--- config.mk ---
export PLATFORM = sky130hd
export DESIGN_NAME = bomb_code_entry
export DESIGN_NICKNAME = d
export VERILOG_FILES = /design/src/rtl/bomb_code_entry.sv
export SDC_FILE = /design/constraint.sdc
export NUM_CORES = 1
export LEC_CHECK = 0
export ABC_AREA = 0
export CAP_MARGIN = 10
export CORE_MARGIN = 3
export CORE_UTILIZATION = 56
export CTS_CLUSTER_SIZE = 12
export DETAILED_ROUTE_END_ITERATION = 8
export GPL_TIMING_DRIVEN = 0
export PLACE_DENSITY = 0.9
export SYNTH_ARGS = -nofsm -noshare
export SYNTH_HDL_FRONTEND = slang
export SYNTH_SLANG_ARGS = --single-unit
export TNS_END_PERCENT = 30
--- constraint.sdc ---
create_clock -name clk -period 2.6 [get_ports clk]
set_input_delay 0.26 -clock clk [delete_from_list [all_inputs] [get_ports clk]]
set_output_delay 0.26 -clock clk [all_outputs]
set_load 0.005 [all_outputs]
--- src/rtl/bomb_code_entry.sv ---
// Keypad entry side of the bomb game: scans a 4x4 active-low keypad,
// debounces whole-frame key codes, collects a 4-digit BCD code and
// decides success, wrong-code failures and lockout.
module bomb_code_entry #(
  parameter int unsigned SCAN_DIV  = 1000,
  parameter int unsigned DEBOUNCE  = 3,
  parameter logic [15:0] CODE      = 16'h2468,
  parameter int unsigned MAX_TRIES = 3
) (
  input  logic        clk,
  input  logic        rst,
  input  logic        armed,
  input  logic        expired,
  input  logic [3:0]  col,
  output logic [3:0]  row,
  output logic        success,
  output logic        locked,
  output logic        fail,
  output logic [15:0] digits,
  output logic [2:0]  count,
  output logic [1:0]  tries_left
);

  localparam int unsigned      DIV_W      = $clog2(SCAN_DIV);
  localparam logic [DIV_W-1:0] DIV_LAST   = DIV_W'(SCAN_DIV - 1);
  localparam logic [2:0]       DEB        = 3'(DEBOUNCE);
  localparam logic [1:0]       TRIES_INIT = 2'(MAX_TRIES);

  typedef enum logic [1:0] {IDLE, ENTRY, SUCCESS, LOCKED} state_t;

  // Scan and debounce state
  logic [DIV_W-1:0] div_q, div_d;
  logic [1:0]       row_idx_q, row_idx_d;
  logic [1:0]       hits_q, hits_d;
  logic [3:0]       code_q, code_d;
  logic [3:0]       last_q, last_d;
  logic [2:0]       stable_q, stable_d;
  logic             fired_q, fired_d;
  logic             press_q, press_d;
  logic [3:0]       press_code_q, press_code_d;

  // Entry state
  state_t           state_q, state_d;
  logic [15:0]      digits_q, digits_d;
  logic [2:0]       count_q, count_d;
  logic [1:0]       tries_q, tries_d;
  logic             success_q, success_d;
  logic             locked_q, locked_d;
  logic             fail_q, fail_d;

  logic [1:0]       slot_hits;
  logic [3:0]       slot_code;
  logic [2:0]       hit_sum;
  logic [1:0]       frame_hits;
  logic [3:0]       frame_code;

  // Row scan, per-frame key accumulation and frame-level debounce
  always_comb begin
    div_d        = div_q;
    row_idx_d    = row_idx_q;
    hits_d       = hits_q;
    code_d       = code_q;
    last_d       = last_q;
    stable_d     = stable_q;
    fired_d      = fired_q;
    press_d      = 1'b0;
    press_code_d = press_code_q;
    slot_hits    = 2'd0;
    slot_code    = 4'd0;

    for (int c = 0; c < 4; c++) begin
      if (!col[c]) begin
        if (slot_hits != 2'd2) slot_hits = slot_hits + 2'd1;
        slot_code = {row_idx_q, 2'(c)};
      end
    end
    hit_sum    = {1'b0, hits_q} + {1'b0, slot_hits};
    frame_hits = (hit_sum >= 3'd2) ? 2'd2 : hit_sum[1:0];
    frame_code = (slot_hits != 2'd0) ? slot_code : code_q;

    if (div_q == DIV_LAST) begin
      div_d     = '0;
      row_idx_d = row_idx_q + 2'd1;
      if (row_idx_q == 2'd3) begin
        hits_d = 2'd0;
        code_d = 4'd0;
        if (frame_hits == 2'd1) begin
          if (stable_q != 3'd0 && last_q == frame_code) begin
            if (stable_q != DEB) stable_d = stable_q + 3'd1;
          end else begin
            last_d   = frame_code;
            stable_d = 3'd1;
          end
          if (stable_d == DEB && !fired_q) begin
            press_d      = 1'b1;
            press_code_d = frame_code;
            fired_d      = 1'b1;
          end
        end else begin
          stable_d = 3'd0;
          fired_d  = 1'b0;
        end
      end else begin
        hits_d = frame_hits;
        code_d = frame_code;
      end
    end else begin
      div_d = div_q + 1'b1;
    end
  end

  // Entry FSM: digit collection, code check, tries and lockout
  always_comb begin
    state_d   = state_q;
    digits_d  = digits_q;
    count_d   = count_q;
    tries_d   = tries_q;
    success_d = success_q;
    locked_d  = locked_q;
    fail_d    = 1'b0;

    case (state_q)
      IDLE: begin
        if (armed) state_d = ENTRY;
      end
      ENTRY: begin
        if (expired) begin
          locked_d = 1'b1;
          state_d  = LOCKED;
        end else if (!armed) begin
          state_d  = IDLE;
          digits_d = '0;
          count_d  = '0;
          tries_d  = TRIES_INIT;
        end else if (press_q) begin
          if (press_code_q <= 4'd9) begin
            if (count_q != 3'd4) begin
              digits_d = {digits_q[11:0], press_code_q};
              count_d  = count_q + 3'd1;
            end
          end else if (press_code_q == 4'd10) begin
            digits_d = '0;
            count_d  = '0;
          end else if (press_code_q == 4'd11 && count_q == 3'd4) begin
            if (digits_q == CODE) begin
              success_d = 1'b1;
              state_d   = SUCCESS;
            end else begin
              fail_d   = 1'b1;
              digits_d = '0;
              count_d  = '0;
              tries_d  = tries_q - 2'd1;
              if (tries_q == 2'd1) begin
                locked_d = 1'b1;
                state_d  = LOCKED;
              end
            end
          end
        end
      end
      SUCCESS, LOCKED: ;
      default: state_d = IDLE;
    endcase
  end

  // All state registers with asynchronous reset
  always_ff @(posedge clk or posedge rst) begin
    if (rst) begin
      div_q        <= '0;
      row_idx_q    <= 2'd0;
      hits_q       <= 2'd0;
      code_q       <= 4'd0;
      last_q       <= 4'd0;
      stable_q     <= 3'd0;
      fired_q      <= 1'b0;
      press_q      <= 1'b0;
      press_code_q <= 4'd0;
      state_q      <= IDLE;
      digits_q     <= '0;
      count_q      <= 3'd0;
      tries_q      <= TRIES_INIT;
      success_q    <= 1'b0;
      locked_q     <= 1'b0;
      fail_q       <= 1'b0;
    end else begin
      div_q        <= div_d;
      row_idx_q    <= row_idx_d;
      hits_q       <= hits_d;
      code_q       <= code_d;
      last_q       <= last_d;
      stable_q     <= stable_d;
      fired_q      <= fired_d;
      press_q      <= press_d;
      press_code_q <= press_code_d;
      state_q      <= state_d;
      digits_q     <= digits_d;
      count_q      <= count_d;
      tries_q      <= tries_d;
      success_q    <= success_d;
      locked_q     <= locked_d;
      fail_q       <= fail_d;
    end
  end

  assign row        = ~(4'b0001 << row_idx_q);
  assign success    = success_q;
  assign locked     = locked_q;
  assign fail       = fail_q;
  assign digits     = digits_q;
  assign count      = count_q;
  assign tries_left = tries_q;

endmodule

* After elaboration in Yosys (flattened, before gate mapping) *
Index checks and enable logic that the tools add are counted.

word-level totals
  bits in registers = 57
  input port bits = 8
  output and inout bits = 28

cells by class
  add/subtract/negate cells = 9
  $lt $le $gt $ge = 2
  equal/unequal tests = 34
  shift operators = 1
  multiplexer cells = 74
  bitwise operators = 5
  reductions and logical operators = 21

operators with widths
  kind                   count
  $mux 16                7
  $mux 2                 23
  $mux 3                 13
  $mux 4                 6
  $mux 1                 23
  $ne 2x2->1 const B     10
  $ne 4x4->1 const B     5
  $eq 16x14->1 const B   1
  $reduce_and 8->1       2
  $reduce_and 7->1       2
  $reduce_bool 2->1      6
  $add 10x1->10 const B  1
  $eq 10x10->1 const B   1
  $mux 10                1
  $add 2x1->2 const B    4
  $eq 4x4->1 const B     2
  $reduce_and 4->1       2
  $add 3x1->3 const B    2
  $eq 2x1->1 const B     3
  $ne 2x1->1 const B     3
  $ne 3x2->1 const B     2
  $reduce_and 6->1       1
  $ne 5x5->1 const B     1
  $eq 4x4->1             1
  other kinds (19)       24

* Depth between registers and ports, before layout *
Gate-level depths: netlist (run 1).

  depth after elaboration = 24
  depth in mapped cells = 16
  gate-level depth less buffers = 16

* Least setup slack after synthesis (run 1) *
No wires, ideal clock.

  path kind = input to register
  from = input port col[0]
  to = register press_code_q[0]
  setup time = 0.128 ns
  arrival time = 3.124 ns
  slack = -0.651 ns
  stages on the path = 15
  path through = inv_1 -> ha_1 -> mux2i_1 -> ha_1 -> nor2_1 -> a21o_1 -> clkinv_2 -> ha_1 -> inv_1 -> fa_1 -> and3_1 -> nand3_1 -> nor4_1 -> nand4_2 -> mux2_1

on the way
  word-level cells in the longest chain between the ends = 21
  elaborated cells on any way between the ends = 32

ends and longest elaborated chain
  item                                       line  RTL
  start: declaration                         14    input logic [3:0] col,
  $mux 1                                     72    if (!col[c]) begin
  $add 2x1->2 or $ne 2x2->1 (tied branches)  73    if (slot_hits != 2'd2) slot_hits = slot_hits + 2'd1;
  $mux 2                                     73
  $mux 2                                     72
  $add 2x1->2 or $ne 2x2->1 (tied branches)  73
  $mux 2                                     73
  $mux 2                                     72
  $add 2x1->2 or $ne 2x2->1 (tied branches)  73
  [5 not listed]                             n/a
  $logic_and 1x1->1                          88    if (stable_q != 3'd0 && last_q == frame_code) begin
  $mux 3                                     88
  $mux 3                                     87    if (frame_hits == 2'd1) begin
  $mux 3                                     84    if (row_idx_q == 2'd3) begin
  $mux 3                                     81    if (div_q == DIV_LAST) begin
  $eq 3x2->1                                 94    if (stable_d == DEB && !fired_q) begin
  $logic_and 1x1->1                          94
  $reduce_and 4->1 (no source line)          n/a
  end signal: assignment                     194   press_code_q <= press_code_d;
  end: declaration                           40    logic [3:0] press_code_q, press_code_d;

Several ways; a longest one is shown, not always the timed one. The select of a mux whose other input is x is not followed.
A chain may end at the register's enable or synchronous reset.

* Worst setup path in the final report (run 1) *
  from = input port col[0]
  to = register press_code_q[2]

Same word-level chain as after synthesis.

==> results of run 1 <==
## cells in the mapped netlist, drive strengths merged (3+ instances only)
cell / instances
dfrtp: 55
nand2: 50
o21ai: 36
nor2: 21
inv: 19
ha: 15
clkbuf: 9
mux2: 9
nand3: 9
a21oi: 7
a22o: 6
xnor2: 6
nand2b: 5
and2: 4
and3: 4
nand4: 4
nor2b: 4
nor3: 3
nor4b: 3
xor2: 3
## stage by stage
step / TNS (ns) / setup WS [ns]
floorplan: -2.888 / -0.5477
global placement: -18.08 / -1.501
detailed placement: -17.88 / -1.575
CTS: -1.008 / -0.1605
global route: -2.419 / -0.2400
finish: -0.7648 / -0.1314
## path summary, 6_finish.rpt
path | start | endpoint | slack [ns] | depth (start not counted)
max | col[0] | press_code_q[2] | -0.13 | 16
max reg2reg | digits[7] | digits[3] | 0.09 | 7
min reg2reg | locked | locked | 0.48 | 1
max in group asynchronous | rst | row_idx_q[1] | 1.85 | 3
min | rst | hits_q[1] | 0.21 | 2
min in group clk | armed | state_q[0] | 0.33 | 3
## sequential cells by signal, indices dropped and copies added, names as in the netlist
register      count
code_q            4
fail              1
press_q           1
state_q           2
digits           16
tries_left        2
press_code_q      4
locked            1
div_q            10
hits_q            2
fired_q           1
success           1
count             3
row_idx_q         2
stable_q          3
last_q            4
## logic make-up after synthesis
| group | after synthesis | synth area share (%) |
|---|---|---|
| AND/OR/NAND/NOR | 119 | 20.28 |
| AO/OA/AOI/OAI | 69 | 14.87 |
| flip-flops | 57 | 46.40 |
| buffers and inverters | 30 | 3.738 |
| adder cells (fa/ha/maj) | 16 | 6.745 |
| multiplexers | 11 | 4.185 |
| XOR/XNOR | 9 | 3.779 |
## power by group through the flow
stage / sequential (mW) / clock, mW / combinational [mW]
finish: 0.922 / 0.844 / 0.233
global route: 0.923 / 0.896 / 0.254
CTS: 0.922 / 0.848 / 0.206
detailed placement: 0.937 / 0 / 0.186
global placement: 0.936 / 0 / 0.172
floorplan: 0.935 / 0 / 0.117
## timing repair
action / in CTS / in global routing
buffers inserted: 9 / 5
hold buffers: 0 / 0
pin swaps: 8 / 1
resized for setup: 24 / 16
gates cloned: 0 / 0
setup endpoints to repair: 15 / 29
## layout make-up
cell class | instances | area, um2
clock inverters | 3 | 40.04
inverters | 20 | 93.84
multi-input cells | 224 | 1672
well taps | 70 | 87.58
clock buffers | 13 | 158.9
repair buffers | 48 | 473.0
plain buffers | 10 | 40.04
fillers | 332 | 1211
flip-flops and latches | 57 | 1429
## metal layers
layer | routed length [um] | GRT usage, % | share of wire [%] | up-vias
met2 | 3803 | 42.14 | 53 | 65
li1 | - | - | - | 1213
met4 | 116 | 10.47 | 1.6 | 0
met5 | 0 | 0 | 0 | -
met1 | 2977 | 27.73 | 41 | 1272
met3 | 312 | 4.821 | 4.3 | 13
==> impl_metrics.prom, run 1 <==
# TYPE chip_impl_metric gauge
chip_impl_metric{name="port_buffers",unit=""} 33
chip_impl_metric{name="clkLatencyLatePin",unit="ns"} 0.33
chip_impl_metric{name="sequentialPowerShare",unit="%"} 46.1
chip_impl_metric{name="vdd_ir_drop_max",unit="mV"} 0.3994
chip_impl_info{name="layout_common_cells",value="55 x sky130_fd_sc_hd__dfrtp_1, 50 x sky130_fd_sc_hd__nand2_1, 35 x sky130_fd_sc_hd__o21ai_0, 30 x sky130_fd_sc_hd__clkdlybuf4s50_1, 20 x sky130_fd_sc_hd__nor2_1"} 1
chip_impl_metric{name="totalPowerFinal",unit="mW"} 1.998
chip_impl_metric{name="dr.first_iter.drc_count",unit=""} 139
chip_impl_metric{name="p_int",unit="mW"} 1.514
chip_impl_info{name="worst_setup_path_start_kind",value="input port"} 1
chip_impl_metric{name="io_pins",unit=""} 36
chip_impl_metric{name="share_clk_of_total_power",unit="%"} 42.2
chip_impl_metric{name="postSynthCellCount",unit=""} 311
chip_impl_metric{name="combinationalPowerShare",unit="%"} 11.6
chip_impl_metric{name="postRouteWirelength",unit="um"} 7208
chip_impl_info{name="setup_repair_after_global_routing_missed_its_margin",value="yes"} 1
chip_impl_metric{name="final_core_utilization",unit="%"} 76.73
chip_impl_info{name="synth.area.top_cells",value="sky130_fd_sc_hd__dfrtp_1 45%, sky130_fd_sc_hd__ha_1 6.1%, sky130_fd_sc_hd__nand2_1 6.1%, sky130_fd_sc_hd__o21ai_0 5.9%, sky130_fd_sc_hd__nor2_1 2.6%"} 1
chip_impl_metric{name="globalplace.congestion",unit=""} 0.8364
chip_impl_metric{name="yosysSeqAreaShare",unit="%"} 46.40
chip_impl_metric{name="path_max_fanout",unit=""} 5
chip_impl_metric{name="stdcell_count",unit=""} 445
chip_impl_metric{name="cts_inserted_buffers",unit=""} 9
chip_impl_info{name="final_common_cell",value="sky130_fd_sc_hd__dfrtp_1"} 1
chip_impl_metric{name="grt.total_usage",unit="%"} 23.82
chip_impl_metric{name="dp_hpwl",unit="um"} 4851
chip_impl_metric{name="die_area",unit="um2"} 6424
chip_impl_info{name="tritoncts",value="built"} 1
chip_impl_metric{name="cts_buffer_depth",unit=""} 2
chip_impl_metric{name="chipHeight",unit="um"} 80.15
chip_impl_metric{name="synth-seq-cells",unit=""} 57
chip_impl_metric{name="layout.cell_area.non_filler",unit="um2"} 3994
chip_impl_info{name="holdCritPathClass",value="in2async"} 1
chip_impl_metric{name="yosysWarningCount",unit=""} 0
chip_impl_metric{name="die_w",unit="um"} 80.15
chip_impl_info{name="timing.critical_path.mode_cell",value="sky130_fd_sc_hd__ha_4"} 1
chip_impl_info{name="critPathCaptureType",value="flip-flop"} 1
chip_impl_metric{name="report.final.setup_viol",unit=""} 7
chip_impl_metric{name="num_vias",unit=""} 2563
chip_impl_info{name="cp_cell_sequence",value="buf_8 > inv_6 > ha_4 > mux2i_4 > ha_4 > nor2_2 > a21o_1 > clkinv_2 > ha_4 > inv_2 > fa_1 > and3_4 > nand3_4 > nor4_4 > nand4_4 > mux2_4"} 1
chip_impl_metric{name="timing.slew.headroom",unit="%"} 67.00
chip_impl_metric{name="total_switching_power",unit="mW"} 0.4847
chip_impl_metric{name="avgViaCountPerCell",unit=""} 5.760
chip_impl_metric{name="avgRoutedWirePerCell",unit="um"} 16.20
chip_impl_metric{name="timing.final.crit_period",unit="ns"} 2.731
chip_impl_metric{name="fmaxAchievable",unit="MHz"} 366.1
chip_impl_metric{name="synthToLayoutAreaGrowth",unit="%"} 29.70
chip_impl_metric{name="final.period_utilization",unit="%"} 105.1
chip_impl_metric{name="fin_hold_ws",unit="ns"} 0.2138
chip_impl_metric{name="crit_required",unit="ns"} 2.82
chip_impl_metric{name="postRouteAntennaNets",unit=""} 0
chip_impl_metric{name="fp.coreArea",unit="um2"} 5205
chip_impl_metric{name="numPlacedInstances",unit=""} 415
chip_impl_metric{name="cap_violations",unit=""} 0
chip_impl_metric{name="fin_nets",unit=""} 394
chip_impl_info{name="cp_slowest_cell",value="sky130_fd_sc_hd__fa_1"} 1
chip_impl_info{name="setup_crit_path_kind",value="in2reg"} 1
chip_impl_metric{name="grt_max_degree",unit=""} 43
chip_impl_metric{name="synth_top_cell_area_share",unit="%"} 44.70
chip_impl_metric{name="drcViolationCount",unit=""} 0
chip_impl_metric{name="cp.arrival",unit="ns"} 2.95
chip_impl_metric{name="final_skew",unit="ns"} 0.008384
chip_impl_metric{name="power_per_cell_area",unit="nW/um2"} 500.4
chip_impl_metric{name="fraction_of_final_layout_cells_sized_beyond_drive_strength_1",unit="%"} 20.00
chip_impl_metric{name="proportion_of_total_power_due_to_net_switching",unit="%"} 24.25
chip_impl_metric{name="final_hold_viol_count",unit=""} 0
chip_impl_metric{name="finalWorstSetupSlack",unit="ns"} -0.1314
chip_impl_metric{name="clock_tree.htree_level_count",unit=""} 3
chip_impl_info{name="yosys_most_used_dff",value="sky130_fd_sc_hd__dfrtp_1"} 1
chip_impl_metric{name="fp-row-count",unit=""} 26
chip_impl_metric{name="cellLeakagePower",unit="nW"} 1.709
chip_impl_metric{name="drv_slew",unit=""} 0
chip_impl_metric{name="grt_antenna_before_repair",unit=""} 0
chip_impl_metric{name="synth-edff-count",unit=""} 0
chip_impl_metric{name="max_slew.worst_pin.slew",unit="ns"} 0.4949
chip_impl_metric{name="grt_pass1_vias",unit=""} 2567
chip_impl_metric{name="syn-num-nets",unit=""} 335
chip_impl_metric{name="placedInstanceArea",unit="um2"} 3598
chip_impl_metric{name="clk_transition_reported_paths",unit="ns"} 0.07
chip_impl_metric{name="drtPass1Iterations",unit=""} 4
chip_impl_metric{name="globalRouteOverflowTotal",unit=""} 0
chip_impl_metric{name="async_flop_share",unit="%"} 100.0
chip_impl_metric{name="first_pass_grt_wire_length",unit="um"} 11820
chip_impl_info{name="clockRootBuffer",value="sky130_fd_sc_hd__clkbuf_8"} 1
chip_impl_info{name="failed_checks",value="setup timing"} 1
chip_impl_info{name="critical-path-top-delay-family",value="adder cells"} 1
chip_impl_metric{name="initial_utilization",unit="%"} 59.16
chip_impl_metric{name="antennaDiodeCount",unit=""} 0
chip_impl_metric{name="clock_sink_count",unit=""} 57
chip_impl_info{name="run_status",value="finished, violations left"} 1
chip_impl_metric{name="crit_buf_inv",unit=""} 4
chip_impl_metric{name="worst_path_largest_cell_delay",unit="ns"} 0.51
chip_impl_metric{name="yosys.cell_types.count",unit=""} 60
chip_impl_metric{name="synth.cell_area",unit="um2"} 3079
chip_impl_info{name="synth_area_leader_cell",value="sky130_fd_sc_hd__dfrtp_1"} 1
chip_impl_metric{name="post_synth.cell_area_avg",unit="um2"} 9.901
Power figures use the tool's default switching activity.
==> inputs of run 2 (changes only) <==
- SLEW_MARGIN: unset -> 20
==> impl_metrics.prom, run 2 (same netlist as run 1, synthesis figures left out) <==
# TYPE chip_impl_metric gauge
chip_impl_info{name="run_status",value="finished, violations left"} 1
chip_impl_info{name="failed_checks",value="setup timing"} 1
chip_impl_info{name="holdCritPathClass",value="in2reg"} 1
chip_impl_metric{name="initial_utilization",unit="%"} 59.16
chip_impl_metric{name="crit_required",unit="ns"} 2.82
chip_impl_metric{name="die_area",unit="um2"} 6424
chip_impl_metric{name="chipHeight",unit="um"} 80.15
chip_impl_metric{name="cap_violations",unit=""} 0
chip_impl_metric{name="fraction_of_final_layout_cells_sized_beyond_drive_strength_1",unit="%"} 19.30
chip_impl_metric{name="sum_of_negative_setup_slack",unit="ns"} -1.208
chip_impl_metric{name="globalplace.congestion",unit=""} 0.8364
chip_impl_metric{name="port_buffers",unit=""} 33
chip_impl_metric{name="antennaDiodeCount",unit=""} 0
chip_impl_info{name="clockRootBuffer",value="sky130_fd_sc_hd__clkbuf_8"} 1
chip_impl_metric{name="grt_pass1_vias",unit=""} 2583
chip_impl_metric{name="numPlacedInstances",unit=""} 414
chip_impl_metric{name="final.period_utilization",unit="%"} 106.7
chip_impl_metric{name="avgRoutedWirePerCell",unit="um"} 16.27
chip_impl_metric{name="timing.slew.headroom",unit="%"} 53.99
chip_impl_metric{name="grt_max_degree",unit=""} 58
chip_impl_metric{name="fin_hold_ws",unit="ns"} 0.3258
chip_impl_metric{name="post-place-ws",unit="ns"} -1.559
chip_impl_metric{name="stdcell_count",unit=""} 443
chip_impl_metric{name="dr.first_iter.drc_count",unit=""} 165
chip_impl_info{name="final_common_cell",value="sky130_fd_sc_hd__dfrtp_1"} 1
chip_impl_metric{name="cts_hold_buf",unit=""} 0
chip_impl_metric{name="final_core_utilization",unit="%"} 75.79
chip_impl_info{name="cp_slowest_cell",value="sky130_fd_sc_hd__fa_1"} 1
chip_impl_metric{name="grt_antenna_before_repair",unit=""} 0
chip_impl_info{name="tritoncts",value="built"} 1
chip_impl_metric{name="cellLeakagePower",unit="nW"} 1.688
chip_impl_metric{name="final_hold_viol_count",unit=""} 0
chip_impl_info{name="timing.critical_path.mode_cell",value="sky130_fd_sc_hd__ha_4"} 1
chip_impl_info{name="layout_common_cells",value="55 x sky130_fd_sc_hd__dfrtp_1, 50 x sky130_fd_sc_hd__nand2_1, 35 x sky130_fd_sc_hd__o21ai_0, 30 x sky130_fd_sc_hd__clkdlybuf4s50_1, 21 x sky130_fd_sc_hd__nor2_1"} 1
chip_impl_metric{name="clkLatencyLatePin",unit="ns"} 0.33
chip_impl_metric{name="report.final.setup_viol",unit=""} 10
chip_impl_metric{name="fillerInstances",unit=""} 333
chip_impl_metric{name="first_pass_grt_wire_length",unit="um"} 11870
chip_impl_metric{name="max_slew.worst_pin.slew",unit="ns"} 0.6901
chip_impl_metric{name="cp.arrival",unit="ns"} 2.99
chip_impl_metric{name="globalRouteOverflowTotal",unit=""} 0
chip_impl_metric{name="grt.total_usage",unit="%"} 24.08
chip_impl_info{name="worst_setup_path_start_kind",value="input port"} 1
chip_impl_info{name="critPathCaptureType",value="flip-flop"} 1
chip_impl_metric{name="num_vias",unit=""} 2572
chip_impl_metric{name="cts_buffer_depth",unit=""} 2
chip_impl_metric{name="fin_nets",unit=""} 392
chip_impl_info{name="setup_repair_after_global_routing_missed_its_margin",value="yes"} 1
chip_impl_metric{name="clock_sink_count",unit=""} 57
chip_impl_info{name="setup_crit_path_kind",value="in2reg"} 1
chip_impl_metric{name="fp-row-count",unit=""} 26
chip_impl_metric{name="cts_inserted_buffers",unit=""} 9
chip_impl_metric{name="drv_slew",unit=""} 0
chip_impl_metric{name="power_per_cell_area",unit="nW/um2"} 502.7
chip_impl_metric{name="clk_transition_reported_paths",unit="ns"} 0.06
chip_impl_metric{name="timing.final.crit_period",unit="ns"} 2.775
chip_impl_metric{name="avgViaCountPerCell",unit=""} 5.806
chip_impl_metric{name="crit_buf_inv",unit=""} 4
chip_impl_metric{name="final_skew",unit="ns"} 0.01161
chip_impl_metric{name="fp.coreArea",unit="um2"} 5205
chip_impl_metric{name="postRouteWirelength",unit="um"} 7207
chip_impl_metric{name="synthToLayoutAreaGrowth",unit="%"} 28.12
chip_impl_metric{name="path_max_fanout",unit=""} 5
chip_impl_metric{name="largest_register_ff_count",unit=""} 16
chip_impl_metric{name="dp_hpwl",unit="um"} 4753
chip_impl_metric{name="fmaxAchievable",unit="MHz"} 360.3
chip_impl_metric{name="clock_tree.htree_level_count",unit=""} 3
chip_impl_metric{name="vdd_ir_drop_max",unit="mV"} 0.4168
chip_impl_metric{name="finalWorstSetupSlack",unit="ns"} -0.1752
chip_impl_metric{name="drtPass1Iterations",unit=""} 5
chip_impl_metric{name="die_w",unit="um"} 80.15
chip_impl_info{name="cp_cell_sequence",value="buf_8 > inv_6 > ha_4 > mux2i_4 > ha_2 > nor2_1 > a21o_1 > clkinv_2 > ha_4 > inv_2 > fa_1 > and3_4 > nand3_4 > nor4_4 > nand4_4 > mux2_4"} 1
chip_impl_metric{name="worst_path_largest_cell_delay",unit="ns"} 0.51
chip_impl_metric{name="postRouteAntennaNets",unit=""} 0
chip_impl_metric{name="drcViolationCount",unit=""} 0
chip_impl_metric{name="io_pins",unit=""} 36
chip_impl_info{name="critical-path-top-delay-family",value="adder cells"} 1
run 2: cell types whose count changed in the layout (fill, tap and decap cells not counted), sizes merged:
cell,previous run,this run
buf,19,17
run 2: final timing paths:
check / start / to / slack, ns / depth (start not counted)
max in group asynchronous: rst / div_q[3] / 1.75 / 2
setup / recovery: col[0] / press_code_q[2] / -0.18 / 16
setup reg to reg: digits[7] / digits[3] / 0.17 / 8
hold reg to reg: locked / locked / 0.48 / 1
hold / removal: armed / state_q[0] / 0.33 / 3
min in group asynchronous: rst / count[1] / 0.40 / 2
run 2: cell type report:
type                       count  area (um2)  share of cell area (%)
multi-input combinational    224        1655                   41.96
sequential                    57        1429                   36.22
timing repair buffer          46       437.9                   11.10
clock buffer                  13       158.9                   4.028
inverter                      20       96.34                   2.442
tap                           70       87.58                   2.220
clock inverter                 3       40.04                   1.015
buffer                        10       40.04                   1.015
run 2: stage by stage:
stage | total power [mW] | cell area, um2
after detailed placement | 1.121 | 3581
after global placement | 1.108 | 3578
after global routing | 2.058 | 3945
after floorplan | 1.052 | 3161
final | 1.983 | 3945
after CTS | 1.976 | 3897
run 2: what timing repair did:
item / 4_1_cts / 5_1_grt
setup endpoints to repair: 15 / 28
buffers inserted: 10 / 3
resized for setup: 25 / 10
pin swaps: 8 / 1
run 2: layer usage:
| metal | global-route usage, % | wire length, um | vias to the layer above |
|---|---|---|---|
| li1 | - | - | 1211 |
| met1 | 27.93 | 2883 | 1245 |
| met4 | 11.82 | 209 | 0 |
| met5 | 0 | 0 | - |
| met3 | 3.475 | 328 | 24 |
| met2 | 43.13 | 3786 | 92 |
run 2: worst reg2reg max path, cell delays in order (launching register included):
cell and delay [ns]:
sky130_fd_sc_hd__dfrtp_1 0.42, sky130_fd_sc_hd__nor4b_1 0.41, sky130_fd_sc_hd__nand4_1 0.24, sky130_fd_sc_hd__a21boi_0 0.23, sky130_fd_sc_hd__a311o_1 0.13, sky130_fd_sc_hd__clkbuf_1 0.29
sky130_fd_sc_hd__clkbuf_1 0.40, sky130_fd_sc_hd__nand2_1 0.11, sky130_fd_sc_hd__o21ai_0 0.10
run 2: where the power goes:
| group | internal (mW) | switching [mW] | total, mW |
|---|---|---|---|
| logic | 0.108 | 0.114 | 0.222 |
| registers | 0.906 | 0.0153 | 0.921 |
| clock network | 0.493 | 0.348 | 0.840 |
| total | 1.51 | 0.477 | 1.98 |
